## src/rtl/mdio_responder.sv

```systemverilog
// Clause 22 MDIO responder (PHY side): MDC/MDIO oversampled in the clk domain,
// frames addressed to PHY_ADDR read from / write to a 32x16 register file.
//
// state | meaning
// IDLE  | counting preamble ones
// ST    | second start bit (must be 1)
// OP    | two opcode bits
// PHYAD | five PHY address bits
// REGAD | five register address bits, then address decision
// TA    | turnaround (read: latch + drive 0, write: expect 1,0)
// RDATA | drive 16 data bits on mdc falls, then release
// WDATA | shift 16 data bits, commit on the last rise
// SKIP  | let the rest of a foreign/invalid frame pass

module mdio_responder #(
  parameter logic [4:0]  PHY_ADDR = 5'd1,
  parameter bit          BCAST_EN = 1'b0,
  parameter int          PRE_LEN  = 32,
  parameter logic [15:0] PHY_ID1  = 16'h0022,
  parameter logic [15:0] PHY_ID2  = 16'h1622
) (
  input  logic        clk,
  input  logic        rst_n,
  input  logic        mdc_i,
  input  logic        mdio_i,
  output logic        mdio_o,
  output logic        mdio_oe,
  output logic        wr_strb,
  output logic [4:0]  wr_reg,
  output logic [15:0] wr_data,
  output logic        rd_strb,
  output logic [4:0]  rd_reg
);

  localparam int            PW      = $clog2(PRE_LEN + 1);
  localparam logic [PW-1:0] PRE_MAX = PW'(PRE_LEN);

  typedef enum logic [3:0] {IDLE, ST, OP, PHYAD, REGAD, TA, RDATA, WDATA, SKIP} state_t;

  state_t        state;
  logic [2:0]    mdc_sync;
  logic [1:0]    mdio_sync;
  logic [PW-1:0] pre_cnt;
  logic [4:0]    bit_cnt;
  logic [4:0]    phyad;
  logic [4:0]    regad;
  logic          is_rd;
  logic [15:0]   data_sr;
  logic [15:0]   regs [32];

  logic        mdc_rise;
  logic        mdc_fall;
  logic        mdio_bit;
  logic [15:0] wdata_nx;
  logic        addr_ok;

  function automatic logic [15:0] reset_val(input logic [4:0] idx);
    case (idx)
      5'd0:    return 16'h1140;
      5'd1:    return 16'h796D;
      5'd2:    return PHY_ID1;
      5'd3:    return PHY_ID2;
      default: return 16'h0000;
    endcase
  endfunction

  always_ff @(posedge clk) begin
    if (!rst_n) begin
      mdc_sync  <= '0;
      mdio_sync <= '1;
    end else begin
      mdc_sync  <= {mdc_sync[1:0], mdc_i};
      mdio_sync <= {mdio_sync[0], mdio_i};
    end
  end

  assign mdc_rise = mdc_sync[1] & ~mdc_sync[2];
  assign mdc_fall = ~mdc_sync[1] & mdc_sync[2];
  assign mdio_bit = mdio_sync[1];
  assign wdata_nx = {data_sr[14:0], mdio_bit};
  // Broadcast address 0 is only honoured for writes.
  assign addr_ok  = is_rd ? (phyad == PHY_ADDR && phyad != 5'd0)
                          : (phyad == PHY_ADDR || (BCAST_EN && phyad == 5'd0));

  always_ff @(posedge clk) begin
    if (!rst_n) begin
      state   <= IDLE;
      pre_cnt <= '0;
      bit_cnt <= '0;
      phyad   <= '0;
      regad   <= '0;
      is_rd   <= 1'b0;
      data_sr <= '0;
      mdio_o  <= 1'b1;
      mdio_oe <= 1'b0;
      wr_strb <= 1'b0;
      wr_reg  <= '0;
      wr_data <= '0;
      rd_strb <= 1'b0;
      rd_reg  <= '0;
      for (int i = 0; i < 32; i++) regs[i] <= reset_val(5'(i));
    end else begin
      wr_strb <= 1'b0;
      rd_strb <= 1'b0;
      case (state)
        IDLE: if (mdc_rise) begin
          if (mdio_bit) begin
            if (pre_cnt != PRE_MAX) pre_cnt <= pre_cnt + PW'(1);
          end else begin
            if (pre_cnt == PRE_MAX) state <= ST;
            pre_cnt <= '0;
          end
        end
        ST: if (mdc_rise) begin
          state   <= mdio_bit ? OP : IDLE;
          bit_cnt <= 5'd1;
        end
        OP: if (mdc_rise) begin
          if (bit_cnt != 5'd0) begin
            is_rd   <= mdio_bit;
            bit_cnt <= 5'd0;
          end else if (is_rd != mdio_bit) begin
            state   <= PHYAD;
            bit_cnt <= 5'd4;
          end else begin
            state   <= SKIP;
            bit_cnt <= 5'd27;
          end
        end
        PHYAD: if (mdc_rise) begin
          phyad <= {phyad[3:0], mdio_bit};
          if (bit_cnt == 5'd0) begin
            state   <= REGAD;
            bit_cnt <= 5'd4;
          end else bit_cnt <= bit_cnt - 5'd1;
        end
        REGAD: if (mdc_rise) begin
          regad <= {regad[3:0], mdio_bit};
          if (bit_cnt == 5'd0) begin
            state   <= addr_ok ? TA : SKIP;
            bit_cnt <= addr_ok ? 5'd1 : 5'd17;
          end else bit_cnt <= bit_cnt - 5'd1;
        end
        TA: if (is_rd) begin
          if (mdc_rise && bit_cnt != 5'd0) begin
            rd_strb <= 1'b1;
            rd_reg  <= regad;
            data_sr <= regs[regad];
            bit_cnt <= 5'd0;
          end else if (mdc_fall && bit_cnt == 5'd0) begin
            mdio_oe <= 1'b1;
            mdio_o  <= 1'b0;
            state   <= RDATA;
            bit_cnt <= 5'd16;
          end
        end else if (mdc_rise) begin
          if (bit_cnt != 5'd0) begin
            if (mdio_bit) bit_cnt <= 5'd0;
            else begin
              state   <= SKIP;
              bit_cnt <= 5'd16;
            end
          end else begin
            state   <= mdio_bit ? SKIP : WDATA;
            bit_cnt <= 5'd15;
          end
        end
        RDATA: if (mdc_fall) begin
          if (bit_cnt == 5'd0) begin
            mdio_oe <= 1'b0;
            mdio_o  <= 1'b1;
            state   <= IDLE;
          end else begin
            mdio_o  <= data_sr[15];
            data_sr <= {data_sr[14:0], 1'b0};
            bit_cnt <= bit_cnt - 5'd1;
          end
        end
        WDATA: if (mdc_rise) begin
          data_sr <= wdata_nx;
          if (bit_cnt == 5'd0) begin
            state <= IDLE;
            if (!(regad inside {[5'd1:5'd3]})) begin
              wr_strb <= 1'b1;
              wr_reg  <= regad;
              wr_data <= wdata_nx;
              // Soft reset bit self-clears by reloading the whole file.
              if (regad == 5'd0 && wdata_nx[15]) begin
                for (int i = 0; i < 32; i++) regs[i] <= reset_val(5'(i));
              end else begin
                regs[regad] <= wdata_nx;
              end
            end
          end else bit_cnt <= bit_cnt - 5'd1;
        end
        SKIP: if (mdc_rise) begin
          if (bit_cnt == 5'd0) state <= IDLE;
          else bit_cnt <= bit_cnt - 5'd1;
        end
        default: state <= IDLE;
      endcase
    end
  end

endmodule

```

## config.mk

```make
export PLATFORM = sky130hd
export DESIGN_NAME = mdio_responder
export DESIGN_NICKNAME = d
export VERILOG_FILES = /design/src/rtl/mdio_responder.sv
export SDC_FILE = /design/constraint.sdc
export NUM_CORES = 1
export LEC_CHECK = 0
export ABC_AREA = 0
export ABC_CLOCK_PERIOD_IN_PS = 5250
export CORE_MARGIN = 2
export CORE_UTILIZATION = 39
export CTS_CLUSTER_DIAMETER = 200
export DETAILED_ROUTE_END_ITERATION = 8
export MAX_ROUTING_LAYER = met4
export SKIP_CTS_REPAIR_TIMING = 1
export SLEW_MARGIN = 20
export SYNTH_ARGS = -nofsm -noshare
export SYNTH_HDL_FRONTEND = slang
export SYNTH_SLANG_ARGS = --single-unit
export TNS_END_PERCENT = 5
```

## constraint.sdc

```tcl
create_clock -name clk -period 5.25 [get_ports clk]
set_input_delay 0.7875 -clock clk [delete_from_list [all_inputs] [get_ports clk]]
set_output_delay 0.7875 -clock clk [all_outputs]
set_load 0.1 [all_outputs]
```

# Word-level counts from Yosys, hierarchy flattened

Memory sizes are Yosys's and may differ from the RTL's. A register that Yosys moved wholly into a read port is not among the register bits.
Index checks and enable logic that the tools add are counted.

Register bits: 77
ROM bits: 0
Memories kept: 1
Logic and storage cells: 276
Input port bits: 4
Latch bits: 0
Bits in writable memories: 512
Output and inout bits: 30

Bitwise operators: 37
Div/mod/pow operators: 0
Multipliers: 0
Mux-type cells: 153
Reduce and logical (&&, ||, !) cells: 28
$lt $le $gt $ge: 2
$add $sub $neg: 2
Shift-type cells: 0
Eq/ne operators: 37

Memories:

| name | words | width | read ports | clocked after memory_dff | write ports | RTL line | RTL |
|---|---|---|---|---|---|---|---|
| regs | 32    | 16    | 1          | 1                        | 32          | 49       | `logic [15:0] regs [32];` |

Operators with widths:

| cell                | count |
|---|---|
| $mux 16             | 73 |
| $mux 5              | 21 |
| $mux 4              | 22 |
| $pmux 16 s3         | 1 |
| $ne 2x2->1 const B  | 18 |
| $pmux 5 s7          | 1 |
| $or 1x1->1          | 32 |
| $pmux 4 s8          | 1 |
| $mux 1              | 29 |
| $eq 4x3->1 const B  | 4 |
| $reduce_and 16->1   | 1 |
| $reduce_or 16->1    | 1 |
| $mux 6              | 2 |
| $reduce_and 3->1    | 4 |
| $reduce_and 6->1    | 2 |
| $logic_not 5->1     | 2 |
| $reduce_bool 5->1   | 2 |
| $ne 3x3->1 const B  | 3 |
| $reduce_and 9->1    | 1 |
| $eq 4x2->1 const B  | 2 |
| $ne 4x4->1 const B  | 2 |
| $reduce_and 4->1    | 2 |
| $reduce_bool 7->1   | 1 |
| $add 6x1->6 const B | 1 |
| other kinds (21)    | 31 |

# Logic depth before layout (Yosys ltp)

Gate-level depths: netlist of run 1.

Depth in word-level cells: 11
Mapped depth: 10
Gate-level depth less buffers: 8

# Worst setup path before layout of run 1

Ideal clock, no wire load.

Kind: in2reg
Start: in rst_n
End: mem regs[27][0], enable pin
Setup time: 0.411 ns
Path buffers: 1
Arrival time: 2.911 ns
Required time: 4.839 ns
Path slack: 1.928 ns
Cell stages on the path: 5
Path through: clkbuf_1 > clkinv_1 > nor2_1 > nand3_1 > o21ai_0

RTL lines:

| what        | RTL line | RTL |
|---|---|---|
| from (decl) | 23       | `input logic rst_n,` |
| to (decl)   | 49       |  |

==> qor.csv, run 1 <==
metric,value,unit
drive_gt1_frac,0.130,
cap_viol_max_count,0,
final_cell_mix,"edfxtp_1 (512), and2_1 (429), mux2i_1 (92)",
tightest_slew,1.09,ns
power.switching,2360,uW
drv_slew,0,
synth.avg_cell_area,13.6,um^2
die_h,267,um
first_pass_iters,6,
largest_reg_flops,512,
critPathKind,reg -> reg,
post-route-util,0.438,
intPower,7850,uW
multi_input_area,9230,um^2
fin_setup_tns,0,ns
status,"finished, final reports clean",
largest-register,regs,
drc,0,
place_hpwl,46.6,mm
via_count,16452,
gp_congestion,0.915,
min_period,3.95,ns
antenna_found_initial,4,
fin_ws,1.30,ns
rsz0062_at_grt,false,
slowest_stage,nand2b_1,
cts_root_buf,clkbuf_16,
wl,72.5,mm
io_buffers,33,
cts_made_buffers,60,
fmax,253,MHz
synthCells,1982,
grt_pass1_vias,16212,
core_area,68500,um^2
seq_area,17000,um^2
critical_path_buf_inv_count,1,
ios,34,
cts_tree,built,
crit_family,simple AND/OR/NAND/NOR gates,
p_leak,0.0102,uW
final_common_cell,edfxtp_1,
fin_skew,0.0192,ns
fp.dieW,267,um
synth_ff_type,edfxtp_1,
rows,96,
syn_area,26900,um^2
antenna_left,0,
htree_levels,2,
drtIter0Drc,1859,
grt_max_degree,53,
dpl_worst_slack,0.987,ns
required,5.50,ns
p_per_area,340,nW/um^2
grt_pass1_wl,107,mm
dieArea,71200,um^2
cp_cell_sequence,inv_1 > ha_1 > nor4b_4 > nand4_2 > nor2_2 > nand3_1 > nor3_4 > nand2b_1,
insertion_delay,0.63,ns
routedWlPerCell,24.8,um
synth_enable_flop_cells,512,
endpoint_kind,flop,
p_seq_frac,0.529,
relSlewSlack,0.275,
start_util,0.393,
vias_per_cell,5.62,
finalPower,10200,uW
reg.largest.list,"regs x512, data_sr x16, wr_data x16",
track_usage,0.211,
path_clk_slew,0.06,ns
async_reset_ff_frac,0,
whs,0.404,ns
ys_ff_latch,594,
comb_power_share,0.072,
clock_sinks,594,
cp.arrival,4.20,ns
synth_warnings,0,
final_nets,2008,
hold_viol,0,
period_share,0.753,
ctsLongestPathBuffers,3,
setup_viol,0,
overflow,0,
p_sw_frac,0.231,
startpoint_type,flop,
synth_cell_types,72,
vdd_drop_max,0.255,mV
ys_seq_area_frac,0.632,
syn_to_final_growth,11.4,%
crit_path_max_incr_delay,0.68,ns
cp_max_fo,16,
clkPwrFrac,0.399,
min_path_type,reg -> reg,
fillers,6114,
[final cells by class]
type	count	share of cell area
diodes	1	0.0000834
clock buffers	83	0.0546
clock inverters	24	0.00596
inverters	14	0.00175
multi-input cells	1243	0.308
flip-flops and latches	594	0.568
well taps	882	0.0368
repair buffers	87	0.0254
[synthesized netlist by cell type (18+ instances only)]
| cell type | instances | area share |
|---|---|---|
| a22o_1 | 22 | 0.0072 |
| a211oi_1 | 24 | 0.0067 |
| nor3_1 | 41 | 0.0076 |
| and2_1 | 429 | 0.10 |
| nand3_1 | 24 | 0.0045 |
| o22ai_1 | 18 | 0.0042 |
| nand2_1 | 82 | 0.011 |
| a21oi_1 | 55 | 0.010 |
| dfxtp_1 | 82 | 0.061 |
| edfxtp_1 | 512 | 0.57 |
| mux4_2 | 86 | 0.072 |
| buf_2 | 34 | 0.0063 |
| o21ai_0 | 57 | 0.011 |
| nand2b_1 | 28 | 0.0065 |
| clkbuf_1 | 122 | 0.017 |
| mux2i_1 | 92 | 0.034 |
| nor2_1 | 61 | 0.0085 |
[power groups by stage]
| stage | Sequential [uW] | Clock (uW) | Combinational, uW |
|---|---|---|---|
| detailed placement | 5500 | 0 | 725 |
| global route | 5420 | 4300 | 793 |
| global placement | 5490 | 0 | 712 |
| CTS | 5400 | 4140 | 727 |
| finish | 5400 | 4070 | 733 |
| floorplan | 5440 | 0 | 556 |
[stage by stage]
stage / instance area (um^2) / std cells
CTS: 30000 / 2927
global route: 30000 / 2927
global placement: 28200 / 2820
finish: 30000 / 2928
detailed placement: 28200 / 2820
floorplan: 27100 / 2029
[cells by family after synthesis]
| logic type | Yosys count | share of synthesized area |
|---|---|---|
| other | 2 | 0.000279 |
| buffers and inverters | 192 | 0.0321 |
| AOI/OAI and AO/OA | 259 | 0.0639 |
| muxes | 180 | 0.107 |
| adders and majority gates | 4 | 0.00186 |
| and+or+nand+nor | 747 | 0.162 |
| xor gates and xnor gates | 4 | 0.00130 |
| DFF | 594 | 0.632 |
[path summary, 6_finish.rpt]
check | from | end | slack [ns] | cells past startpoint
min | mdio_sync[0]$_SDFF_PN1_ | mdio_sync[1]$_SDFF_PN1_ | 0.40 | 1
max | bit_cnt[0]$_SDFFE_PN0P_ | regs[25][10]$_SDFFCE_PN0P_ | 1.30 | 8
max reg2reg | bit_cnt[0]$_SDFFE_PN0P_ | regs[25][10]$_SDFFCE_PN0P_ | 1.30 | 8
min reg2reg | mdio_sync[0]$_SDFF_PN1_ | mdio_sync[1]$_SDFF_PN1_ | 0.40 | 1
[per-layer routing]
metal,wire [um],track usage
met5,0,-
met1,30300,0.277
met3,5550,0.0386
met4,2440,0.0800
met2,34200,0.328
Note: power is estimated with default switching activity, not from simulation.
==> run 2, diff against run 1 <==
Settings changed: ABC_CLOCK_PERIOD_IN_PS 5250 to 3800.
Clock period 5.25 ns to 3.8 ns, I/O delays scaled along.
==> run 2 against run 1 <==
Effect of this change:
- register-to-register slack got worse by 0.70 ns
- via count increased by 1.8%
- cell area increased by 2.3%
- power increased by 46%
- highest routed layer unchanged
- die area unchanged
- largest power group unchanged
- worst setup slack worse by 0.70 ns
- combinational power rose by 56%
- final cell count up 2.1%
==> qor.csv, run 2 (same netlist as run 1, synthesis figures left out) <==
metric,value,unit
status,"finished, final reports clean",
critPathMostFrequentCell,buf_4,
drv_slew,0,
power.switching,3420,uW
endpoint_kind,flop,
antenna_left,0,
dieArea,71200,um^2
clock_sinks,594,
vdd_drop_max,0.374,mV
period_share,0.843,
first_pass_iters,7,
drtIter0Drc,1887,
cts_made_buffers,66,
start_util,0.393,
largest_reg_flops,512,
cts_root_buf,clkbuf_16,
fin_skew,0.0179,ns
final_cell_mix,"edfxtp_1 (512), and2_1 (429), buf_4 (98)",
fin_ws,0.595,ns
grt_max_degree,56,
reg.largest.list,"regs x512, data_sr x16, wr_data x16",
relSlewSlack,0.319,
crit_path_max_incr_delay,0.81,ns
final_common_cell,edfxtp_1,
cp_max_fo,20,
htree_levels,3,
grt_pass1_wl,112,mm
drive_gt1_frac,0.155,
tightest_slew,1.02,ns
place_hpwl,49.8,mm
critical_path_buf_inv_count,3,
comb_power_share,0.076,
required,4.32,ns
setup_viol,0,
multi_input_area,9230,um^2
p_seq_frac,0.498,
p_leak,0.0106,uW
track_usage,0.222,
cts_tree,built,
seq_area,17000,um^2
post-route-util,0.448,
slowest_stage,or4b_1,
io_buffers,33,
rows,96,
ctsLongestPathBuffers,3,
min_path_type,reg -> reg,
gp_congestion,0.958,
critPathKind,reg -> reg,
fp.dieW,267,um
whs,0.417,ns
startpoint_type,flop,
fmax,312,MHz
routedWlPerCell,25.3,um
cap_viol_max_count,0,
rsz0062_at_grt,false,
via_count,16752,
p_per_area,485,nW/um^2
min_period,3.20,ns
fin_setup_tns,0,ns
core_area,68500,um^2
crit_family,simple AND/OR/NAND/NOR gates,
vias_per_cell,5.60,
cp_cell_sequence,inv_1 > ha_1 > nor4b_4 > buf_4 > or4b_1 > nand2_1 > a21o_1 > buf_4 > o21ai_0 > a21oi_1,
hold_viol,0,
fillers,6092,
insertion_delay,0.60,ns
p_sw_frac,0.230,
final_nets,2061,
overflow,0,
clkPwrFrac,0.425,
largest-register,regs,
cp.arrival,3.73,ns
dpl_worst_slack,0.644,ns
ios,34,
syn_to_final_growth,14.0,%
die_h,267,um
antenna_found_initial,5,
wl,75.5,mm
path_clk_slew,0.06,ns
intPower,11500,uW
fin_area,30700,um^2
grt_pass1_vias,16590,
drc,0,
placed_area,28500,um^2
## run 2: changes by cell type in the layout (fill, tap and decap cells not counted), moves of 2 or more
cell       before  now
buf_4          52   98
clkbuf_16      61   73
clkbuf_8        3    0
clkinv_2        5    7
dfxtp_1        70   68
dfxtp_2        10   12
## run 2: through the flow
step | instances | total power, uW
after floorplan | 2029 | 8280
after global placement | 2867 | 8660
after detailed placement | 2867 | 8680
after CTS | 2988 | 15000
after global routing | 2990 | 15400
final | 2990 | 14900
## run 2: layout make-up
cell class	count	share of cell area
tap	882	0.0360
antenna	2	0.000163
clock inverter	30	0.00787
timing repair buffer	134	0.0367
sequential	594	0.555
inverter	14	0.00171
clock buffer	91	0.0617
multi-input combinational	1243	0.301
## run 2: worst register-to-register path, stage by stage (launching register included)
cell and delay, ns:
dfxtp_1 0.39, inv_1 0.08, ha_1 0.24, nor4b_4 0.16, buf_4 0.18, or4b_1 0.81, nand2_1 0.17, a21o_1 0.55
buf_4 0.30, o21ai_0 0.09, a21oi_1 0.15
## run 2: layer usage
layer / share of wire / GRT usage / vias to the layer above
met2: 0.47 / 0.348 / 741
met4: 0.037 / 0.0849 / 0
met1: 0.42 / 0.290 / 8450
met3: 0.072 / 0.0356 / 138
met5: 0 / - / -
li1: - / - / 7423
## run 2: final timing paths
path / cells after the start / from / endpoint / slack (ns)
min reg2reg: 1 / mdio_sync[0]$_SDFF_PN1_ / mdio_sync[1]$_SDFF_PN1_ / 0.42
max reg2reg: 10 / bit_cnt[0]$_SDFFE_PN0P_ / data_sr[10]$_SDFFE_PN0P_ / 0.60
min: 1 / mdio_sync[0]$_SDFF_PN1_ / mdio_sync[1]$_SDFF_PN1_ / 0.42
max: 10 / bit_cnt[0]$_SDFFE_PN0P_ / data_sr[10]$_SDFFE_PN0P_ / 0.60
## run 2: power groups by stage
| stage | logic (uW) | clock network [uW] | registers, uW |
|---|---|---|---|
| after floorplan | 768 | 0 | 7510 |
| after global placement | 1110 | 0 | 7550 |
| after detailed placement | 1120 | 0 | 7560 |
| after CTS | 1120 | 6430 | 7430 |
| after global routing | 1230 | 6680 | 7450 |
| final | 1140 | 6330 | 7430 |
